===== config.mk =====
export PLATFORM = sky130hd
export DESIGN_NAME = gpmc_wb_bridge
export DESIGN_NICKNAME = d
export VERILOG_FILES = /design/src/rtl/gpmc_wb_pkg.sv /design/src/rtl/gpmc_wb_bridge_sync.sv /design/src/rtl/gpmc_wb_bridge.sv
export SDC_FILE = /design/constraint.sdc
export NUM_CORES = 1
export LEC_CHECK = 0
export CAP_MARGIN = 15
export CELL_PAD_IN_SITES_DETAIL_PLACEMENT = 0
export CELL_PAD_IN_SITES_GLOBAL_PLACEMENT = 2
export CORE_ASPECT_RATIO = 2
export CORE_MARGIN = 2
export CORE_UTILIZATION = 31
export DETAILED_ROUTE_END_ITERATION = 16
export PLACE_DENSITY = 0.8
export SETUP_SLACK_MARGIN = 0.05
export SYNTH_ARGS = -nofsm -noshare
export SYNTH_HDL_FRONTEND = slang
export SYNTH_HIERARCHICAL = 1
export SYNTH_SLANG_ARGS = --single-unit
export TNS_END_PERCENT = 20

===== constraint.sdc =====
create_clock -name clk -period 1.8 [get_ports clk]
set_input_delay 0.36 -clock clk [delete_from_list [all_inputs] [get_ports clk]]
set_output_delay 0.36 -clock clk [all_outputs]
set_load 0.05 [all_outputs]

===== src/rtl/gpmc_wb_pkg.sv =====
// Shared constants for the GPMC-to-Wishbone bridge: FSM state codes,
// the read-timeout fill word and default timeout depth.
package gpmc_wb_pkg;
  localparam int GPMC_W = 16;
  localparam logic [GPMC_W-1:0] DEAD_WORD = 16'hDEAD;
  localparam int DEF_TIMEOUT_CYCLES = 15;

  typedef logic [2:0] state_t;
  localparam state_t ST_IDLE    = 3'd0;
  localparam state_t ST_ADDR    = 3'd1;
  localparam state_t ST_WR_WAIT = 3'd2;
  localparam state_t ST_WB_WR   = 3'd3;
  localparam state_t ST_RD_WB   = 3'd4;
  localparam state_t ST_RD_HOLD = 3'd5;

  // strobe slots in the synchroniser bank
  localparam int S_CSN  = 0;
  localparam int S_ADVN = 1;
  localparam int S_OEN  = 2;
  localparam int S_WEIN = 3;
  localparam int NUM_STRB = 4;
endpackage


===== src/rtl/gpmc_wb_bridge_sync.sv =====
// SYNC_STAGES-deep synchroniser for one GPMC strobe with registered
// rise/fall pulses; lvl is aligned with the pulses.
module gpmc_sync #(
  parameter int SYNC_STAGES = 2
) (
  input  logic clk,
  input  logic rst_n,
  input  logic d,
  output logic lvl,
  output logic rise,
  output logic fall
);
  logic [SYNC_STAGES-1:0] sync_q, sync_d;
  logic lvl_q, lvl_d, rise_q, rise_d, fall_q, fall_d;

  always_comb begin
    sync_d = {sync_q[SYNC_STAGES-2:0], d};
    lvl_d  = sync_q[SYNC_STAGES-1];
    rise_d = sync_q[SYNC_STAGES-1] & ~lvl_q;
    fall_d = ~sync_q[SYNC_STAGES-1] & lvl_q;
  end

  // strobes are active-low, so everything idles high
  always_ff @(posedge clk or negedge rst_n) begin
    if (!rst_n) begin
      sync_q <= '1;
      lvl_q  <= 1'b1;
      rise_q <= 1'b0;
      fall_q <= 1'b0;
    end else begin
      sync_q <= sync_d;
      lvl_q  <= lvl_d;
      rise_q <= rise_d;
      fall_q <= fall_d;
    end
  end

  assign lvl  = lvl_q;
  assign rise = rise_q;
  assign fall = fall_q;
endmodule


===== src/rtl/gpmc_wb_bridge.sv =====
// GPMC async muxed AD bus to single Wishbone read/write master.
// Optional ack timeout with sticky bus_error: define GPMC_WB_TIMEOUT_EN.
module gpmc_wb_bridge
  import gpmc_wb_pkg::*;
#(
  parameter int ADDR_WIDTH     = 5,
  parameter int DATA_WIDTH     = 16,
  parameter int SYNC_STAGES    = 2,
  parameter int TIMEOUT_CYCLES = DEF_TIMEOUT_CYCLES
) (
  input  logic                  clk,
  input  logic                  reset,
  input  logic [GPMC_W-1:0]     gpmc_ad_in,
  output logic [GPMC_W-1:0]     gpmc_ad_out,
  output logic                  gpmc_ad_oe,
  input  logic                  gpmc_csn,
  input  logic                  gpmc_advn,
  input  logic                  gpmc_oen,
  input  logic                  gpmc_wein,
  output logic [ADDR_WIDTH-1:0] wbm_address,
  output logic [DATA_WIDTH-1:0] wbm_writedata,
  input  logic [DATA_WIDTH-1:0] wbm_readdata,
  output logic                  wbm_write,
  output logic                  wbm_cycle,
  input  logic                  wbm_ack,
  output logic                  bus_error
);
  logic [NUM_STRB-1:0] strb_in, strb_lvl, strb_rise, strb_fall;

  assign strb_in[S_CSN]  = gpmc_csn;
  assign strb_in[S_ADVN] = gpmc_advn;
  assign strb_in[S_OEN]  = gpmc_oen;
  assign strb_in[S_WEIN] = gpmc_wein;

  for (genvar gi = 0; gi < NUM_STRB; gi++) begin : g_sync
    gpmc_sync #(.SYNC_STAGES(SYNC_STAGES)) u_sync (
      .clk  (clk),
      .rst_n(reset),
      .d    (strb_in[gi]),
      .lvl  (strb_lvl[gi]),
      .rise (strb_rise[gi]),
      .fall (strb_fall[gi])
    );
  end

  logic unused_edges;
  assign unused_edges = ^{strb_lvl[S_ADVN], strb_rise[S_CSN], strb_fall[S_CSN],
                          strb_fall[S_ADVN], strb_rise[S_OEN]};

  logic csn_hi, oen_hi, wein_hi;
  assign csn_hi  = strb_lvl[S_CSN];
  assign oen_hi  = strb_lvl[S_OEN];
  assign wein_hi = strb_lvl[S_WEIN];

  state_t                  state_q, state_d;
  logic [ADDR_WIDTH-1:0]   addr_q, addr_d;
  logic [DATA_WIDTH-1:0]   wdata_q, wdata_d;
  logic                    cyc_q, cyc_d, we_q, we_d;
  logic [GPMC_W-1:0]       ad_out_q, ad_out_d;
  logic                    oe_q, oe_d;
  logic                    discard_q, discard_d;
  logic                    in_wb, tmo_hit;

  assign in_wb = (state_q == ST_WB_WR) || (state_q == ST_RD_WB);

`ifdef GPMC_WB_TIMEOUT_EN
  localparam int TW = $clog2(TIMEOUT_CYCLES + 1);
  logic [TW-1:0] tmo_cnt_q, tmo_cnt_d;
  logic          err_q, err_d;

  always_comb begin
    tmo_cnt_d = in_wb ? tmo_cnt_q + TW'(1) : '0;
    tmo_hit   = in_wb && !wbm_ack && (tmo_cnt_q == TW'(TIMEOUT_CYCLES - 1));
    err_d     = err_q | tmo_hit;
  end

  always_ff @(posedge clk or negedge reset) begin
    if (!reset) begin
      tmo_cnt_q <= '0;
      err_q     <= 1'b0;
    end else begin
      tmo_cnt_q <= tmo_cnt_d;
      err_q     <= err_d;
    end
  end

  assign bus_error = err_q;
`else
  localparam int unused_tmo = TIMEOUT_CYCLES;
  assign tmo_hit   = 1'b0;
  assign bus_error = 1'b0;
`endif

  always_comb begin
    state_d   = state_q;
    addr_d    = addr_q;
    wdata_d   = wdata_q;
    cyc_d     = cyc_q;
    we_d      = we_q;
    ad_out_d  = ad_out_q;
    oe_d      = oe_q;
    discard_d = discard_q;
    case (state_q)
      ST_IDLE: begin
        oe_d = 1'b0;
        if (!csn_hi && strb_rise[S_ADVN]) begin
          state_d = ST_ADDR;
          addr_d  = gpmc_ad_in[ADDR_WIDTH-1:0];
        end
      end
      ST_ADDR: begin
        if (csn_hi) begin
          state_d = ST_IDLE;
        end else if (strb_fall[S_WEIN]) begin
          state_d = ST_WR_WAIT;
        end else if (strb_fall[S_OEN] && wein_hi) begin
          // wein already low means both strobes active: the write wins
          state_d   = ST_RD_WB;
          cyc_d     = 1'b1;
          we_d      = 1'b0;
          discard_d = 1'b0;
        end else if (strb_rise[S_ADVN]) begin
          addr_d = gpmc_ad_in[ADDR_WIDTH-1:0];
        end
      end
      ST_WR_WAIT: begin
        if (csn_hi) begin
          state_d = ST_IDLE;
        end else if (strb_rise[S_WEIN]) begin
          state_d = ST_WB_WR;
          wdata_d = DATA_WIDTH'(gpmc_ad_in);
          cyc_d   = 1'b1;
          we_d    = 1'b1;
        end
      end
      ST_WB_WR: begin
        if (wbm_ack || tmo_hit) begin
          state_d = ST_IDLE;
          cyc_d   = 1'b0;
          we_d    = 1'b0;
        end
      end
      ST_RD_WB: begin
        // master gave up on the read while the slave is busy
        if (csn_hi || oen_hi) discard_d = 1'b1;
        if (wbm_ack || tmo_hit) begin
          cyc_d = 1'b0;
          if (discard_q || csn_hi || oen_hi) begin
            state_d = ST_IDLE;
          end else begin
            state_d  = ST_RD_HOLD;
            ad_out_d = wbm_ack ? GPMC_W'(wbm_readdata) : DEAD_WORD;
            oe_d     = 1'b1;
          end
        end
      end
      ST_RD_HOLD: begin
        if (csn_hi || oen_hi) begin
          state_d = ST_IDLE;
          oe_d    = 1'b0;
        end
      end
      default: begin
        state_d = ST_IDLE;
        cyc_d   = 1'b0;
        we_d    = 1'b0;
        oe_d    = 1'b0;
      end
    endcase
  end

  always_ff @(posedge clk or negedge reset) begin
    if (!reset) begin
      state_q   <= ST_IDLE;
      addr_q    <= '0;
      wdata_q   <= '0;
      cyc_q     <= 1'b0;
      we_q      <= 1'b0;
      ad_out_q  <= '0;
      oe_q      <= 1'b0;
      discard_q <= 1'b0;
    end else begin
      state_q   <= state_d;
      addr_q    <= addr_d;
      wdata_q   <= wdata_d;
      cyc_q     <= cyc_d;
      we_q      <= we_d;
      ad_out_q  <= ad_out_d;
      oe_q      <= oe_d;
      discard_q <= discard_d;
    end
  end

  assign wbm_address   = addr_q;
  assign wbm_writedata = wdata_q;
  assign wbm_cycle     = cyc_q;
  assign wbm_write     = we_q;
  assign gpmc_ad_out   = ad_out_q;
  assign gpmc_ad_oe    = oe_q;
endmodule


==> results of run 1 <==
final timing paths:
path | startpoint | end | depth (start not counted)
worst max-delay path | g_sync[0].u_sync/lvl$_DFF_PN1_ | gpmc_ad_out[7]$_DFFE_PN0P_ | 4
worst min-delay path | g_sync[0].u_sync/sync_q[1]$_DFF_PN1_ | g_sync[0].u_sync/lvl$_DFF_PN1_ | 0
worst max register to register | g_sync[0].u_sync/lvl$_DFF_PN1_ | gpmc_ad_out[7]$_DFFE_PN0P_ | 4
worst min register to register | g_sync[0].u_sync/sync_q[1]$_DFF_PN1_ | g_sync[0].u_sync/lvl$_DFF_PN1_ | 0
max in group asynchronous | reset | g_sync[1].u_sync/sync_q[1]$_DFF_PN1_ | 3
min in group asynchronous | reset | wbm_writedata[11]$_DFFE_PN0P_ | 2
worst max-delay path, cell delays in order (launching register included):
cell and delay, ns:
dfstp_2 0.60, nor3_2 0.08, and3_4 0.20, nand2_4 0.23, mux2_2 0.38
stage by stage:
step / setup slack (ns) / total power [uW] / hold WS [ns] / instance area, um2
2_1_floorplan: 0.2951 / 3711 / 0.06441 / 2415
3_3_place_gp: 0.1127 / 4597 / 0.2679 / 3262
3_5_place_dp: 0.09313 / 4620 / 0.2668 / 3262
4_1_cts: 0.1657 / 6206 / 0.3498 / 3546
5_1_grt: 0.1049 / 6427 / 0.3526 / 3546
6_report: 0.1804 / 6130 / 0.3492 / 3546
state kept, by name, indices dropped and copies added (netlist names):
register	flops
gpmc_ad_oe	1
wbm_cycle	1
gpmc_ad_out	16
discard_q	1
g_sync.u_sync/rise	2
g_sync.u_sync/fall	2
g_sync.u_sync/sync_q	8
wbm_write	1
g_sync.u_sync/lvl	4
state_q	3
wbm_address	5
wbm_writedata	16
where the power goes:
| group | switching [uW] | total (uW) | leakage (uW) | internal (uW) |
|---|---|---|---|---|
| Sequential | 246 | 1980 | 0.000730 | 1740 |
| Combinational | 1650 | 2590 | 0.000785 | 944 |
| Clock | 555 | 1560 | 0.000137 | 1000 |
routing by layer:
| layer | track usage [%] | vias to the layer above | routed length, um |
|---|---|---|---|
| li1 | - | 765 | - |
| met1 | 13.51 | 836 | 1831 |
| met2 | 25.76 | 41 | 3288 |
| met3 | 4.371 | 16 | 200 |
| met4 | 9.484 | 0 | 231 |
| met5 | 0 | - | 0 |
what timing repair did:
action,4_1_cts,5_1_grt
resized for setup,0,0
hold endpoints to repair,9,0
hold buffers,1,0
cell type report:
cell class / instances / area, um2
fill: 697 / 4055
sequential: 60 / 1516
multi-input combinational: 93 / 833.3
timing repair buffer: 90 / 793.3
clock buffer: 14 / 264.0
tap: 94 / 117.6
inverter: 3 / 11.26
clock inverter: 2 / 10.01
placed cells by master (no fill, tap or decap), drive strengths merged, types with 2 or more instances in the layout:
master,n
a21oi,4
and2b,3
buf,52
clkbuf,14
clkdlybuf4s50,37
clkinv,2
dfrtp,48
dfstp,12
inv,3
mux2,37
mux2i,2
nand2,5
nand2b,4
nand3,2
nor2,4
nor2b,4
nor3,3
o21ai,4
o22a,2
o31ai,2
or2,2
==> flow_metrics.tcl, run 1 <==
set metrics [dict create \
    area_growth_pct 46.84 \
    max_freq_mhz 617.5 \
    first_pass_iters 4 \
    vias 1658 \
    setup_violations 0 \
    syn_avg_cell_area_um2 14.81 \
    hp-class "flop to flop" \
    drc 0 \
    numPortBuffers 78 \
    regToRegSetupSlack_ns 0.18 \
    gp_congestion 0.8237 \
    drtIter0Drc 108 \
    finClkSkew_ns 0.007518 \
    fin_nets 296 \
    cp-start-kind "flop" \
    path_clk_slew_ns 0.05 \
    synth_area_mm2 0.002415 \
    io_pins 80 \
    cts_setup_buffers 0 \
    wirelength_um 5552 \
    die_x_um 66.41 \
    place_hpwl_um 4368 \
    antenna_cells 0 \
    rsz0062_at_grt "no" \
    synthCells 163 \
    cts.sinks 60 \
    period_share_pct 89.98 \
    overflow 0 \
    rows 45 \
    core-area_mm2 0.007601 \
    antenna_left 0 \
    dp_cells 339 \
    peakVddDrop_mv 0.6584 \
    start_util_pct 31.77 \
    instances_no_fill 356 \
    clockBufferDepth 2 \
    cts_root_buf "clkbuf_16" \
    die_area_mm2 0.008555 \
    p_per_area_mw_per_mm2 1729 \
    timing.max_cap.violations 0 \
    drt-vias-per-instance 4.657 \
    slew_violations 0 \
    leakagePower_uw 0.001651 \
    antenna_found_initial 0 \
    crit_fanout 16 \
    end_kind "flop" \
    track_usage_pct 14.37 \
    fp.dieH_um 128.8 \
    grt_pass1_vias 1761 \
    path_class "flop to flop" \
    min_period_ns 1.620 \
    yosys_warnings 6 \
    required_ns 2.01 \
    grt_pass1_wl_um 8742 \
    htreeDepth 3 \
    drive_gt1_share_pct 46.18 \
    synth_nets 202 \
    utilization_pct 46.65 \
    tritoncts "built" \
    clk_latency_ns 0.33 \
    grt_max_degree 29 \
    routedWlPerCell_um 15.60 \
    tns_ns 0 \
    cts_buffers 9 \
    status "completed" \
    final_hold_viol_count 0 \
    arrival_ns 1.83 \
]
Power figures use the tool's default switching activity.
==> inputs of run 2 (changes only) <==
- CORE_UTILIZATION: 31 -> 28
- PLACE_DENSITY: 0.8 -> 0.76
- clock period: 1.8 -> 1.3 ns (I/O delays scaled with it)
==> flow_metrics.tcl, run 2 (synthesized netlist as in run 1, its figures left out) <==
set metrics [dict create \
    grt_pass1_vias 1881 \
    io_pins 80 \
    path_class "flop to flop" \
    numPortBuffers 78 \
    antenna_found_initial 0 \
    cp-start-kind "flop" \
    fin_nets 318 \
    clockBufferDepth 2 \
    antenna_cells 0 \
    timing.critical_path.from "state_q[1]$_DFFE_PN0P_" \
    switching_share_pct 36.46 \
    failed_checks "negative setup slack" \
    cts_root_buf "clkbuf_16" \
    power_frac_comb_pct 48.9 \
    tritoncts "built" \
    routedWlPerCell_um 15.47 \
    grt_pass1_wl_um 9577 \
    fp.dieH_um 135.3 \
    p_seq_share_pct 29.1 \
    p_per_area_mw_per_mm2 2337 \
    wirelength_um 5941 \
    leakagePower_uw 0.001973 \
    crit_end "wbm_writedata[11]$_DFFE_PN0P_" \
    overflow 0 \
    fin_total_pwr_uw 10240 \
    slew_violations 0 \
    end_kind "flop" \
    drtIter0Drc 44 \
    period_share_pct 114.7 \
    htreeDepth 3 \
    die_area_mm2 0.009428 \
    clkPwrFrac_pct 22.0 \
    setup_ws_ns -0.1907 \
    hp-class "primary input to flop" \
    peakVddDrop_mv 1.262 \
    max_freq_mhz 670.8 \
    setup_violations 43 \
    final_hold_viol_count 0 \
    place_hpwl_um 4518 \
    tns_ns -6.739 \
    switchingPower_uw 3735 \
    rows 48 \
    start_util_pct 28.32 \
    core-area_mm2 0.008528 \
    clk_latency_ns 0.32 \
    drc 0 \
    area_growth_pct 81.50 \
    r2r-start "state_q[1]$_DFFE_PN0P_" \
    cts_buffers 9 \
    arrival_ns 1.69 \
    drive_gt1_share_pct 54.93 \
    reg2reg_to "wbm_writedata[11]$_DFFE_PN0P_" \
    hold_ws_ns 0.3487 \
    gp_congestion 0.7732 \
    path_clk_slew_ns 0.05 \
    finClkSkew_ns 0.008251 \
    rsz0062_at_grt "yes" \
    drt-vias-per-instance 4.523 \
    antenna_left 0 \
    required_ns 1.50 \
    vias 1737 \
    first_pass_iters 4 \
    p_int_uw 6508 \
    crit_fanout 10 \
    status "finished with violations" \
    timing.max_cap.violations 0 \
    dp_cells 365 \
    track_usage_pct 13.59 \
    cts.sinks 60 \
    die_x_um 69.67 \
    reg2reg_depth 5 \
    instances_no_fill 384 \
    mostFrequentLayoutCells "46 x dfrtp_1, 46 x buf_12, 37 x clkdlybuf4s50_1, 24 x buf_4, 21 x mux2_2" \
    regToRegSetupSlack_ns -0.19 \
    grt_max_degree 29 \
    min_period_ns 1.491 \
]
## run 2: worst min-delay path by stage
stage,start,end,slack [ns],cells past startpoint
2_1_floorplan,reset,discard_q$_DFFE_PN0P_,-0.04,0
3_3_place_gp,reset,wbm_writedata[15]$_DFFE_PN0P_,0.16,1
3_5_place_dp,reset,wbm_writedata[15]$_DFFE_PN0P_,0.17,1
4_1_cts,gpmc_csn,g_sync[0].u_sync/sync_q[0]$_DFF_PN1_,0.34,1
5_1_grt,gpmc_oen,g_sync[2].u_sync/sync_q[0]$_DFF_PN1_,0.35,1
6_report,gpmc_oen,g_sync[2].u_sync/sync_q[0]$_DFF_PN1_,0.35,1
## run 2: metal layers
metal / wire [um] / GRT usage [%] / share of wire, %
met1: 2008 / 13.85 / 34
met5: 0 / 0 / 0
met2: 3551 / 24.63 / 60
met4: 192 / 8.761 / 3.2
met3: 190 / 2.976 / 3.2
## run 2: critical path, cell delays in order (launching register included)
cell and delay, ns:
dfrtp_2 0.44, buf_4 0.15, and2b_1 0.19, nand3_4 0.11, buf_12 0.15, mux2_2 0.33
## run 2: per-stage QoR
step,area [um2],util (%),setup slack (ns)
finish,4383,51.39,-0.1907
global route,4383,51.39,-0.2513
CTS,4339,50.88,-0.1956
detailed placement,3980,46.67,-0.3377
global placement,3980,46.67,-0.2766
floorplan,2429,-,-0.1398
## run 2: cell type report
cell class | count | area (um2)
clock inverters | 1 | 5.005
flip-flops and latches | 60 | 1519
multi-input cells | 93 | 912.1
inverters | 3 | 13.76
repair buffers | 112 | 1520
clock buffers | 15 | 287.8
well taps | 100 | 125.1
fillers | 738 | 4145
## run 2: timing repair
item                                    in CTS  in global routing
setup buffers                                0                  2
endpoints found under the setup margin      44                 44
pin swaps                                    3                  3
gates resized for setup                     18                  5
endpoints found under the hold margin        8                  0
hold buffers                                 1                  0
## run 2: power groups by stage
stage	sequential [uW]	combinational (uW)	clock, uW
after CTS	2980	5000	2320
final	2980	5010	2250
after global placement	2970	4880	0
after floorplan	4260	888	0
after global routing	3040	5190	2400
after detailed placement	2980	4920	0
==> inputs of run 3 (changes only) <==
- CTS_BUF_LIST: default -> sky130_fd_sc_hd__clkbuf_4 sky130_fd_sc_hd__clkbuf_8 sky130_fd_sc_hd__clkbuf_16
==> flow_metrics.tcl, run 3 (synthesized netlist as in run 1, its figures left out) <==
set metrics [dict create \
    status "finished with violations" \
    failed_checks "negative setup slack" \
    overflow 0 \
    tns_ns -6.741 \
    use_met2_pct 24.52 \
    routedWlPerCell_um 15.40 \
    gr-usage-met3_pct 2.976 \
    final_hold_viol_count 0 \
    die_area_mm2 0.009428 \
    setup_violations 43 \
    end_kind "flop" \
    rows 48 \
    antenna_left 0 \
    cts.sinks 60 \
    drive_gt1_share_pct 55.63 \
    cp_top_family "flip-flops" \
    grt_max_degree 29 \
    grt_pass1_vias 1875 \
    rsz0062_at_grt "yes" \
    drtIter0Drc 33 \
    die_x_um 69.67 \
    core-area_mm2 0.008528 \
    tritoncts "built" \
    dpl_cell_area_mm2 0.003980 \
    wirelength_um 5914 \
    clockBufferDepth 2 \
    grt_use_met1_pct 13.90 \
    min_period_ns 1.491 \
    cpPeakStageDelay_ns 0.44 \
    path_clk_slew_ns 0.05 \
    period_share_pct 114.7 \
    final_area_mm2 0.004390 \
    cp-start-kind "flop" \
    mostFrequentLayoutCells "46 x dfrtp_1, 46 x buf_12, 37 x clkdlybuf4s50_1, 24 x buf_4, 21 x mux2_2" \
    fin_nets 318 \
    fp.dieH_um 135.3 \
    crit_cells 5 \
    fillers 736 \
    timing.max_cap.violations 0 \
    htreeDepth 3 \
    busiest_layer "met2" \
    antenna_cells 0 \
    peakVddDrop_mv 1.262 \
    slew_violations 0 \
    place_hpwl_um 4518 \
    cts_buffers 9 \
    required_ns 1.50 \
    leakagePower_uw 0.001980 \
    area_growth_pct 81.81 \
    holdPathStages 1 \
    critPathBufInv 2 \
    drt-vias-per-instance 4.479 \
    start_util_pct 28.32 \
    path_class "flop to flop" \
    arrival_ns 1.69 \
    fin_total_pwr_uw 10280 \
    numPortBuffers 78 \
    p_per_area_mw_per_mm2 2340 \
    setup_ws_ns -0.1908 \
    hp-class "primary input to flop" \
    crit_fanout 10 \
    utilization_pct 51.48 \
    cts_root_buf "clkbuf_16" \
    clk_latency_ns 0.32 \
    max_freq_mhz 670.8 \
    io_pins 80 \
    critPathSlowestCell "dfrtp_2" \
    antenna_found_initial 0 \
    vias 1720 \
    grt_pass1_wl_um 9577 \
    finClkSkew_ns 0.007865 \
    first_pass_iters 4 \
    crit_path_cell_trace "buf_4 > and2b_1 > nand3_4 > buf_12 > mux2_2" \
    drc 0 \
    track_usage_pct 13.57 \
    gp_congestion 0.7732 \
    reg2reg_depth 5 \
    hold_ws_ns 0.3488 \
]
==> run 3: layout make-up <==
type,instances,area (um2),share of cell area [%]
timing repair buffer,112,1520,34.63
multi-input combinational,93,912.1,20.78
clock inverter,1,5.005,0.1140
tap,100,125.1,2.850
sequential,60,1519,34.60
inverter,3,13.76,0.3135
clock buffer,15,295.3,6.726
==> run 3: per-layer routing <==
layer	vias to the layer above	part of all wire, %
li1	816	-
met1	852	34
met2	41	60
met3	11	3.3
met4	0	3.2
met5	-	0
==> run 3: report_power, final <==
| group | internal, uW | leakage [uW] | total [uW] | switching, uW |
|---|---|---|---|---|
| logic | 2600 | 0.00110 | 5000 | 2400 |
| clock network | 1530 | 0.000153 | 2290 | 761 |
| registers | 2410 | 0.000727 | 2980 | 564 |
| total | 6550 | 0.00198 | 10300 | 3730 |
==> run 3: path summary, 6_finish.rpt <==
check	to	startpoint	slack [ns]
max reg2reg	wbm_writedata[11]$_DFFE_PN0P_	state_q[1]$_DFFE_PN0P_	-0.19
min reg2reg	g_sync[3].u_sync/sync_q[1]$_DFF_PN1_	g_sync[3].u_sync/sync_q[0]$_DFF_PN1_	0.35
max in group asynchronous	g_sync[0].u_sync/sync_q[1]$_DFF_PN1_	reset	0.43
max	wbm_writedata[11]$_DFFE_PN0P_	state_q[1]$_DFFE_PN0P_	-0.19
min	g_sync[2].u_sync/sync_q[0]$_DFF_PN1_	gpmc_oen	0.35
min in group asynchronous	wbm_writedata[10]$_DFFE_PN0P_	reset	0.36
==> run 3: stage by stage <==
| step | setup WS, ns | std cells |
|---|---|---|
| 5_1_grt | -0.2513 | 384 |
| 3_3_place_gp | -0.2766 | 365 |
| 2_1_floorplan | -0.1398 | 163 |
| 4_1_cts | -0.1956 | 382 |
| 6_report | -0.1908 | 384 |
| 3_5_place_dp | -0.3377 | 365 |
==> run 3: what timing repair did <==
item / CTS / global route
hold buffers: 1 / 0
resized for setup: 18 / 5
endpoints found under the setup margin: 44 / 44
buffers inserted: 0 / 2
endpoints found under the hold margin: 8 / 0
pin swaps: 3 / 3
==> variant (flow settings as in run 1) <==
Set the parameter `ADDR_WIDTH` to 6 (it was 5).
--- a/src/rtl/gpmc_wb_bridge.sv
+++ b/src/rtl/gpmc_wb_bridge.sv
@@ -5,3 +5,3 @@
 #(
-  parameter int ADDR_WIDTH     = 5,
+  parameter int ADDR_WIDTH     = 6,
   parameter int DATA_WIDTH     = 16,
Ports: changed (resized wbm_address); port bits go from 80 to 81. No check against the original RTL was run, so the function may have changed too.
==> variant against run 1 <==
Cell area is 2.9% higher. Combinational power decreased by 7%. Critical path depth is 1 higher. Worst setup slack worse by 0.085 ns. Total power is 0.29% higher. Critical path type unchanged. Synthesized area up 0.93%. Sequential share of layout area shrank 0.47 points. Routed wire length rose by 1.9%. Core utilization rose by 1.3 points. Clock power increased by 16%. Sequential cell count up 1. Synthesized cell count is 20% higher. Largest cell class unchanged. Sequential power down 3%. Die area rose by 0.89%.
==> variant: results (changes against run 1) <==
first-pass GRT wire length: 9230 microns (was 8740 microns)
status: finished clean (unchanged)
Overall Global Routing Usage: 15.1% (was 14.4%)
Final Skew: 0.00707 ns (was 0.00752 ns)
R2R cell count: 5 (was 4)
Worst VDD drop: 0.945 mV (was 0.658 mV)
min-delay worst type: primary input to async pin (was register to register)
Worst path max stage delay: 0.37 ns (was 0.60 ns)
DRC: 0 (unchanged)
vias in the first global route: 1815 (was 1761)
Top Family by Delay on Critical Path: simple AND/OR/NAND/NOR gates (was flip-flops)
Crit path arrival time: 1.91 ns (was 1.83 ns)
dpl cells: 371 (was 339)
HPWL after detailed placement: 4080 microns (was 4370 microns)
Cells after Synth: 196 (was 163)
syn nets: 235 (was 202)
critical path's slowest cell: dfrtp_1 (was dfstp_2)
drt initial violations: 83 (was 108)
final WL: 5660 microns (was 5550 microns)
P_leak: 1.76 nW (was 1.65 nW)
layout cell share with drive strength beyond 1: 38.9% (was 46.2%)
Fill cells: 737 (was 697)
routed length per placed instance: 14.4 microns (was 15.6 microns)
Root Buffer: clkbuf_16 (unchanged)
largest net degree at the start of global routing: 62 (was 29)
worst-path fanout max: 17 (was 16)
Buffers on Ports: 79 (was 78)
setup repair bufs after CTS: 1 (was 0)
clk_lat worst skew: 0.33 ns (about the same)
post-CTS sizing: 0 (unchanged)
Via density: 4.42 (was 4.66)
-- variant: cell type report --
type                       count  area, sq um  share of cell area [%]
clock buffer                  11          243                    6.66
clock inverter                 5         75.1                    2.06
inverter                       4         15.0                   0.412
multi-input combinational    123          833                    22.8
sequential                    61         1540                    42.3
tap                           94          118                    3.22
timing repair buffer          94          821                    22.5
-- variant: worst paths after layout --
check                                           start                          to  slack, ns
max reg2reg                                state_q[0]              gpmc_ad_out[7]        0.1
min in group clk           g_sync[2].u_sync/sync_q[0]  g_sync[2].u_sync/sync_q[1]       0.35
max in group asynchronous                       reset        g_sync[3].u_sync/lvl       1.45
min reg2reg                g_sync[2].u_sync/sync_q[0]  g_sync[2].u_sync/sync_q[1]       0.35
max                                        state_q[0]              gpmc_ad_out[7]        0.1
min                                             reset              gpmc_ad_out[2]       0.03
-- variant: per-stage QoR --
step	setup WS (ns)	hold WS [ns]	area [sq um]	power, mW
floorplan	0.111	0.0644	2440	3.53
global placement	0.0305	0.346	3280	4.36
detailed placement	0.0359	0.347	3280	4.37
CTS	0.0640	0.0420	3620	6.22
global route	0.0396	0.0514	3650	6.46
finish	0.0957	0.0309	3650	6.15
-- variant: routing by layer --
layer / GRT usage (%) / share of wire [%] / vias up
li1: - / - / 848
met5: 0 / 0 / -
met2: 26.7 / 59 / 36
met4: 9.24 / 3.1 / 0
met1: 15.0 / 34 / 840
met3: 4.51 / 3.4 / 10
-- variant: where the power goes --
| group | internal (mW) | switching [mW] | leakage [nW] | total [mW] |
|---|---|---|---|---|
| Sequential | 1.72 | 0.200 | 0.735 | 1.92 |
| Combinational | 0.827 | 1.59 | 0.867 | 2.41 |
| Clock | 1.24 | 0.569 | 0.159 | 1.81 |
| Total | 3.79 | 2.36 | 1.76 | 6.15 |
